`src/rtl/zspi_ports.sv`:
```
// Z80 SPI port block: config/status and data ports, mode-0 shifter, one-deep pending buffer.
// Optional loopback flag (CFG bit0) is compiled in with `define ZSPI_LOOPBACK_EN.
module zspi_ports #(
   parameter int         NCS       = 2,
   parameter int         DIV_W     = 8,
   parameter int         DIV_RESET = 3,
   parameter logic [7:0] CFG_PORT  = 8'h77,
   parameter logic [7:0] DAT_PORT  = 8'h57
) (
   input  logic           clk,
   input  logic           rst_n,
   input  logic [15:0]    a,
   input  logic [7:0]     din,
   input  logic           iorq_n,
   input  logic           rd_n,
   input  logic           wr_n,
   output logic [7:0]     dout,
   output logic           dataout,
   output logic           porthit,
   output logic [NCS-1:0] spi_cs_n,
   output logic           spi_sck,
   output logic           spi_mosi,
   input  logic           spi_miso,
   output logic           busy
);

   typedef enum logic [1:0] {
      ST_IDLE = 2'd0,
      ST_LOW  = 2'd1,
      ST_HIGH = 2'd2
   } state_t;

   logic             iowr_r;
   logic             iord_r;
   logic             port_wr_s;
   logic             port_rd_s;
   logic             cfg_hit_s;
   logic             dat_hit_s;
   logic             cfg_wr_s;
   logic             ovr_clr_s;
   logic             ovr_set_s;
   logic             busy_st_s;
   logic             req_s;
   logic [7:0]       req_tx_s;
   logic             start_s;
   logic [7:0]       start_tx_s;
   logic             samp_in_s;
   logic             loop_s;
   logic [3:0]       cs_pad_s;
   logic             unused_s;

   logic [NCS-1:0]   cs_n_r;
   logic [DIV_W-1:0] div_r;
   state_t           state_r;
   logic [7:0]       shreg_r;
   logic [7:0]       rx_r;
   logic [7:0]       pend_tx_r;
   logic             pend_v_r;
   logic             ovr_r;
   logic             samp_r;
   logic             sck_r;
   logic             mosi_r;
   logic             busy_r;
   logic [DIV_W-1:0] h_r;
   logic [DIV_W-1:0] cnt_r;
   logic [2:0]       bit_r;

   assign cfg_hit_s = (a[7:0] == CFG_PORT);
   assign dat_hit_s = (a[7:0] == DAT_PORT);
   assign porthit   = cfg_hit_s | dat_hit_s;
   assign dataout   = porthit & ~iorq_n & ~rd_n;
   assign port_wr_s = ~(iorq_n | wr_n) & ~iowr_r;
   assign port_rd_s = ~(iorq_n | rd_n) & ~iord_r;
   assign cfg_wr_s  = port_wr_s & cfg_hit_s;
   assign ovr_clr_s = port_rd_s & cfg_hit_s;
   assign busy_st_s = (state_r != ST_IDLE);
   assign ovr_set_s = req_s & busy_st_s & pend_v_r;
   assign samp_in_s = loop_s ? mosi_r : spi_miso;
   assign unused_s  = ^a[14:8];

   assign spi_cs_n  = cs_n_r;
   assign spi_sck   = sck_r;
   assign spi_mosi  = mosi_r;
   assign busy      = busy_r;

   // Registered copies of the bus strobes, used to form one pulse per bus cycle.
   always_ff @(posedge clk or negedge rst_n) begin
      if (!rst_n) begin
         iowr_r <= 1'b0;
         iord_r <= 1'b0;
      end else begin
         iowr_r <= ~(iorq_n | wr_n);
         iord_r <= ~(iorq_n | rd_n);
      end
   end

   // Chip selects and divider; cs_n takes effect at once, div only at the next transfer start.
   always_ff @(posedge clk or negedge rst_n) begin
      if (!rst_n) begin
         cs_n_r <= {NCS{1'b1}};
         div_r  <= DIV_W'(DIV_RESET);
      end else if (cfg_wr_s) begin
         if (a[15]) begin
            div_r <= din[DIV_W-1:0];
         end else begin
            cs_n_r <= din[NCS:1];
         end
      end
   end

`ifdef ZSPI_LOOPBACK_EN
   logic loop_r;

   // Loopback flag shares the cs_n write (a[15]=0) on CFG bit0.
   always_ff @(posedge clk or negedge rst_n) begin
      if (!rst_n) begin
         loop_r <= 1'b0;
      end else if (cfg_wr_s && !a[15]) begin
         loop_r <= din[0];
      end
   end

   assign loop_s = loop_r;
`else
   assign loop_s = 1'b0;
`endif

   // Transfer request decode: DAT write sends din, DAT read sends a dummy FF.
   always_comb begin
      req_s    = 1'b0;
      req_tx_s = 8'hFF;
      if (dat_hit_s && port_wr_s) begin
         req_s    = 1'b1;
         req_tx_s = din;
      end else if (dat_hit_s && port_rd_s) begin
         req_s    = 1'b1;
         req_tx_s = 8'hFF;
      end else begin
         req_s    = 1'b0;
         req_tx_s = 8'hFF;
      end
   end

   // Start source: the pending byte always wins over a fresh request.
   always_comb begin
      start_s    = 1'b0;
      start_tx_s = req_tx_s;
      if (!busy_st_s && pend_v_r) begin
         start_s    = 1'b1;
         start_tx_s = pend_tx_r;
      end else if (!busy_st_s && req_s) begin
         start_s    = 1'b1;
         start_tx_s = req_tx_s;
      end else begin
         start_s    = 1'b0;
         start_tx_s = req_tx_s;
      end
   end

   // Pad cs_n to four bits with inactive ones for the status byte.
   always_comb begin
      cs_pad_s             = 4'hF;
      cs_pad_s[NCS-1:0]    = cs_n_r;
   end

   // Read mux; zero when not addressed so the top level can OR it in.
   always_comb begin
      if (cfg_hit_s) begin
         dout = {busy_r, ovr_r, pend_v_r, cs_pad_s, loop_s};
      end else if (dat_hit_s) begin
         dout = rx_r;
      end else begin
         dout = 8'h00;
      end
   end

   // Shifter FSM with pending buffer and overrun flag; sck phases last h_r+1 clocks.
   always_ff @(posedge clk or negedge rst_n) begin
      if (!rst_n) begin
         state_r   <= ST_IDLE;
         shreg_r   <= 8'hFF;
         rx_r      <= 8'hFF;
         pend_tx_r <= 8'hFF;
         pend_v_r  <= 1'b0;
         ovr_r     <= 1'b0;
         samp_r    <= 1'b1;
         sck_r     <= 1'b0;
         mosi_r    <= 1'b1;
         busy_r    <= 1'b0;
         h_r       <= {DIV_W{1'b0}};
         cnt_r     <= {DIV_W{1'b0}};
         bit_r     <= 3'd0;
      end else begin
         if (ovr_set_s) begin
            ovr_r <= 1'b1;
         end else if (ovr_clr_s) begin
            ovr_r <= 1'b0;
         end
         if (busy_st_s && req_s && !pend_v_r) begin
            pend_v_r  <= 1'b1;
            pend_tx_r <= req_tx_s;
         end
         case (state_r)
            ST_IDLE: begin
               if (pend_v_r) begin
                  pend_v_r <= req_s;
                  if (req_s) begin
                     pend_tx_r <= req_tx_s;
                  end
               end
               if (start_s) begin
                  state_r <= ST_LOW;
                  shreg_r <= start_tx_s;
                  h_r     <= div_r;
                  cnt_r   <= {DIV_W{1'b0}};
                  bit_r   <= 3'd0;
                  busy_r  <= 1'b1;
                  mosi_r  <= start_tx_s[7];
                  sck_r   <= 1'b0;
               end
            end
            ST_LOW: begin
               if (cnt_r == h_r) begin
                  cnt_r   <= {DIV_W{1'b0}};
                  sck_r   <= 1'b1;
                  samp_r  <= samp_in_s;
                  state_r <= ST_HIGH;
               end else begin
                  cnt_r <= cnt_r + DIV_W'(1);
               end
            end
            ST_HIGH: begin
               if (cnt_r == h_r) begin
                  cnt_r <= {DIV_W{1'b0}};
                  sck_r <= 1'b0;
                  if (bit_r == 3'd7) begin
                     state_r <= ST_IDLE;
                     busy_r  <= 1'b0;
                     mosi_r  <= 1'b1;
                     rx_r    <= {shreg_r[6:0], samp_r};
                  end else begin
                     state_r <= ST_LOW;
                     shreg_r <= {shreg_r[6:0], samp_r};
                     mosi_r  <= shreg_r[6];
                     bit_r   <= bit_r + 3'd1;
                  end
               end else begin
                  cnt_r <= cnt_r + DIV_W'(1);
               end
            end
            default: begin
               state_r <= ST_IDLE;
               busy_r  <= 1'b0;
               sck_r   <= 1'b0;
               mosi_r  <= 1'b1;
            end
         endcase
      end
   end

endmodule
```
`config.mk`:
```
export PLATFORM = sky130hd
export DESIGN_NAME = zspi_ports
export DESIGN_NICKNAME = d
export VERILOG_FILES = /design/src/rtl/zspi_ports.sv
export SDC_FILE = /design/constraint.sdc
export NUM_CORES = 1
export LEC_CHECK = 0
export ABC_AREA = 1
export BUFFER_PORTS_ARGS = -buffer_cell sky130_fd_sc_hd__buf_2
export CORE_ASPECT_RATIO = 1.1
export CORE_MARGIN = 2
export CORE_UTILIZATION = 62
export DETAILED_ROUTE_END_ITERATION = 7
export PLACE_DENSITY = 0.82
export SLEW_MARGIN = 0
export SYNTH_ARGS = -nofsm -noshare
export SYNTH_HDL_FRONTEND = slang
export SYNTH_SLANG_ARGS = --single-unit
```
`constraint.sdc`:
```
create_clock -name clk -period 2.9 [get_ports clk]
set_input_delay 0.725 -clock clk [delete_from_list [all_inputs] [get_ports clk]]
set_output_delay 0.725 -clock clk [all_outputs]
set_load 0.005 [all_outputs]
```
==> metrics.md <==
| Metric | Value |
|---|---|
| Row cnt | 28 |
| Share of flip-flops with an asynchronous set or reset | 100.0% |
| Period minus WS final | 2539 ps |
| Post-cts hold buffer count | 0 |
| Syn_nets | 483 |
| H-tree levels | 3 |
| Fin crit share | 87.54% |
| First drt pass iteration count | 4 |
| Post-layout instance area | 3930 um^2 |
| Setup TNS | 0 ps |
| Yosys warnings | 0 |
| Setup violators final | 0 |
| Drt drc | 0 |
| CTS buffer count | 9 |
| Vias in the first global route | 3057 |
| Detailed Route Iter0 Violations | 265 |
| Commonest non-fill, non-tap cell in the layout | nand2_1 |
| Vias per cell | 5.337 |
| GP Congestion | 0.8502 |
| Clk sink count | 61 |
| Clock root buffer | clkbuf_8 |
| Critical Path AT | 1810 ps |
| Clock skew | 11.89 ps |
| Crit-path max FO | 16 |
| Post-CTS sizing | 0 |
| Mapped Area | 3451 um^2 |
| ANT nets after route | 0 |
| Register bit total from synthesis | 61 |
| TritonCTS clock tree | yes |
| Synth Instances | 446 |
| Avg WL per Cell | 13.71 um |
| Hold Path Class | in -> async |
| Final hold viol count | 0 |
| Multi-input logic area | 1578 um^2 |
| Max_cap viols | 0 |
| Post-DP HPWL | 5617 um |
| Most frequent cells in the layout | nand2_1 (150), inv_1 (53), buf_2 (37) |
| Fmax | 0.3939 GHz |
| Max clock buf depth | 2 |
| GRT Total Usage | 28.32% |
| Area of the core | 5360 um^2 |
| Sequential area share after synthesis | 45.29% |
| Endpoint type of the worst setup path | output port |
| Setup Buffers After CTS | 0 |
| Post-Syn Area per Cell | 7.737 um^2 |
| Critical path class | in -> out |
| Overall power | 2716 uW |
| Slew Limit Fails | 0 |
| Die Footprint | 6179 um^2 |
| Layout area overhead | 13.89% |
| Worst Max-Slew Pin Slew | 458.8 ps |
| Starting density of the core | 64.38% |
| Post-synth EDFFs | 0 |
| RSZ-0062 raised after global routing | false |
| Top FF cell, synth | dfrtp_1 |
| Total grt overflow | 0 |
| IO Pins | 45 |
| Cell Area, Placed | 3672 um^2 |
| Netlist cell types | 33 |
| First-pass GRT wire length | 13230 um |
| Antenna violations before repair | 0 |
| Count of input and output buffers | 37 |
| Pin count of the biggest net entering global routing | 62 |
| Skew-Pair Late Insertion Delay | 340 ps |
| Worst-path clk slew | 80 ps |
| Die Height | 82.25 um |
| Status | complete, no violations |
| Worst vdd rail ir drop | 0.0006078 V |
| Ant. Diodes | 0 |
| Wirelength, routed | 7735 um |
| Final #Nets | 521 |
| Fillers | 436 |
| WP data required | 2170 ps |
| Share of cells above drive strength 1 | 24.54% |
| PwrDens | 691.1 nW/um^2 |
| Via count | 3010 |
| FF/Latch Area | 1563 um^2 |
| Max_slew headroom | 69.33% |
| DIE WIDTH | 75.13 um |
| Startpoint types | input pin |
| Leakage power | 0.002052 uW |
## layer usage
layer	vias to the layer above	GRT usage, %	wire (um)
met5	-	0	0
met1	1463	32.34	3190
met4	0	9.649	125
li1	1482	-	-
met3	14	5.947	276
met2	51	52.02	4142
## synth_stat cells (5+ instances only)
cell | number | area share (%)
ha_1 | 7 | 2.5
o21ai_0 | 30 | 4.4
nand2_1 | 150 | 16
o21ai_1 | 17 | 2.5
o21ai_2 | 8 | 2.0
nor2_2 | 5 | 0.91
nand4_1 | 6 | 1.1
inv_1 | 53 | 5.8
dfstp_2 | 29 | 22
dfrtp_1 | 32 | 23
inv_2 | 6 | 0.65
nand3_1 | 25 | 3.6
buf_2 | 5 | 0.73
a21oi_1 | 7 | 1.0
nor2_1 | 23 | 2.5
nand2_2 | 10 | 1.8
## flip-flops by register name (all words and copies together), names as in the netlist, 2 cells and up
name / count
cnt_r: 8
h_r: 8
bit_r: 3
pend_tx_r: 8
rx_r: 8
spi_cs_n: 2
div_r: 8
state_r: 2
shreg_r: 7
## metrics by stage
| step | hold slack, ps | utilization, % | setup WS [ps] | std cells |
|---|---|---|---|---|
| after floorplan | 429.4 | - | 618.5 | 446 |
| final | 367.3 | 73.32 | 361.3 | 564 |
| after detailed placement | 456.9 | 68.51 | 355.8 | 548 |
| after global placement | 459.2 | 68.51 | 386.5 | 548 |
| after CTS | 387.8 | 73.32 | 346.9 | 564 |
| after global routing | 404.2 | 73.32 | 134.9 | 564 |
## layout make-up
cell class | instances | area share (%)
Sequential cell | 61 | 39.76
Inverter | 60 | 5.731
Clock inverter | 5 | 2.706
Timing Repair Buffer | 39 | 5.412
Multi-Input combinational cell | 313 | 40.15
Tap cell | 75 | 2.388
Clock buffer | 11 | 3.852
## final timing paths
| kind | from | end | slack, ps | cells after the start |
|---|---|---|---|---|
| worst max-delay path | a[7] | dataout | 360 | 7 |
| worst min-delay path | rst_n | iowr_r$_DFF_PN0_ | 370 | 2 |
| worst max register to register | state_r[1]$_DFFE_PN0P_ | shreg_r[0]$_DFFE_PN1P_ | 780 | 8 |
| worst min register to register | spi_mosi$_DFFE_PN1P_ | spi_mosi$_DFFE_PN1P_ | 470 | 2 |
| max in group asynchronous | rst_n | spi_mosi$_DFFE_PN1P_ | 2190 | 2 |
| min in group clk | spi_mosi$_DFFE_PN1P_ | spi_mosi$_DFFE_PN1P_ | 470 | 2 |
## kinds of logic after synthesis
logic type	Yosys count	share of synthesized area, %
AOI/OAI and AO/OA	67	11.13
xor gates and xnor gates	8	2.030
DFF	61	45.29
buffers and inverters	72	8.992
adders and majority gates	7	2.538
and+or+nand+nor	231	30.02
## power breakdown
group | internal, uW | switching [uW] | total (uW) | leakage, uW
combinational | 216 | 418 | 634 | 0.00122
clock | 619 | 346 | 965 | 0.000126
sequential | 1010 | 102 | 1120 | 0.000711
total | 1850 | 866 | 2720 | 0.00205
## worst max-delay path: stages
cell and delay [ps]:
buf_2 100, nor2_2 120, nand2_1 100, nor2_4 380
nor2_1 120, nor3_1 130, buf_2 130
No activity file was read; power rests on OpenSTA's default activity.
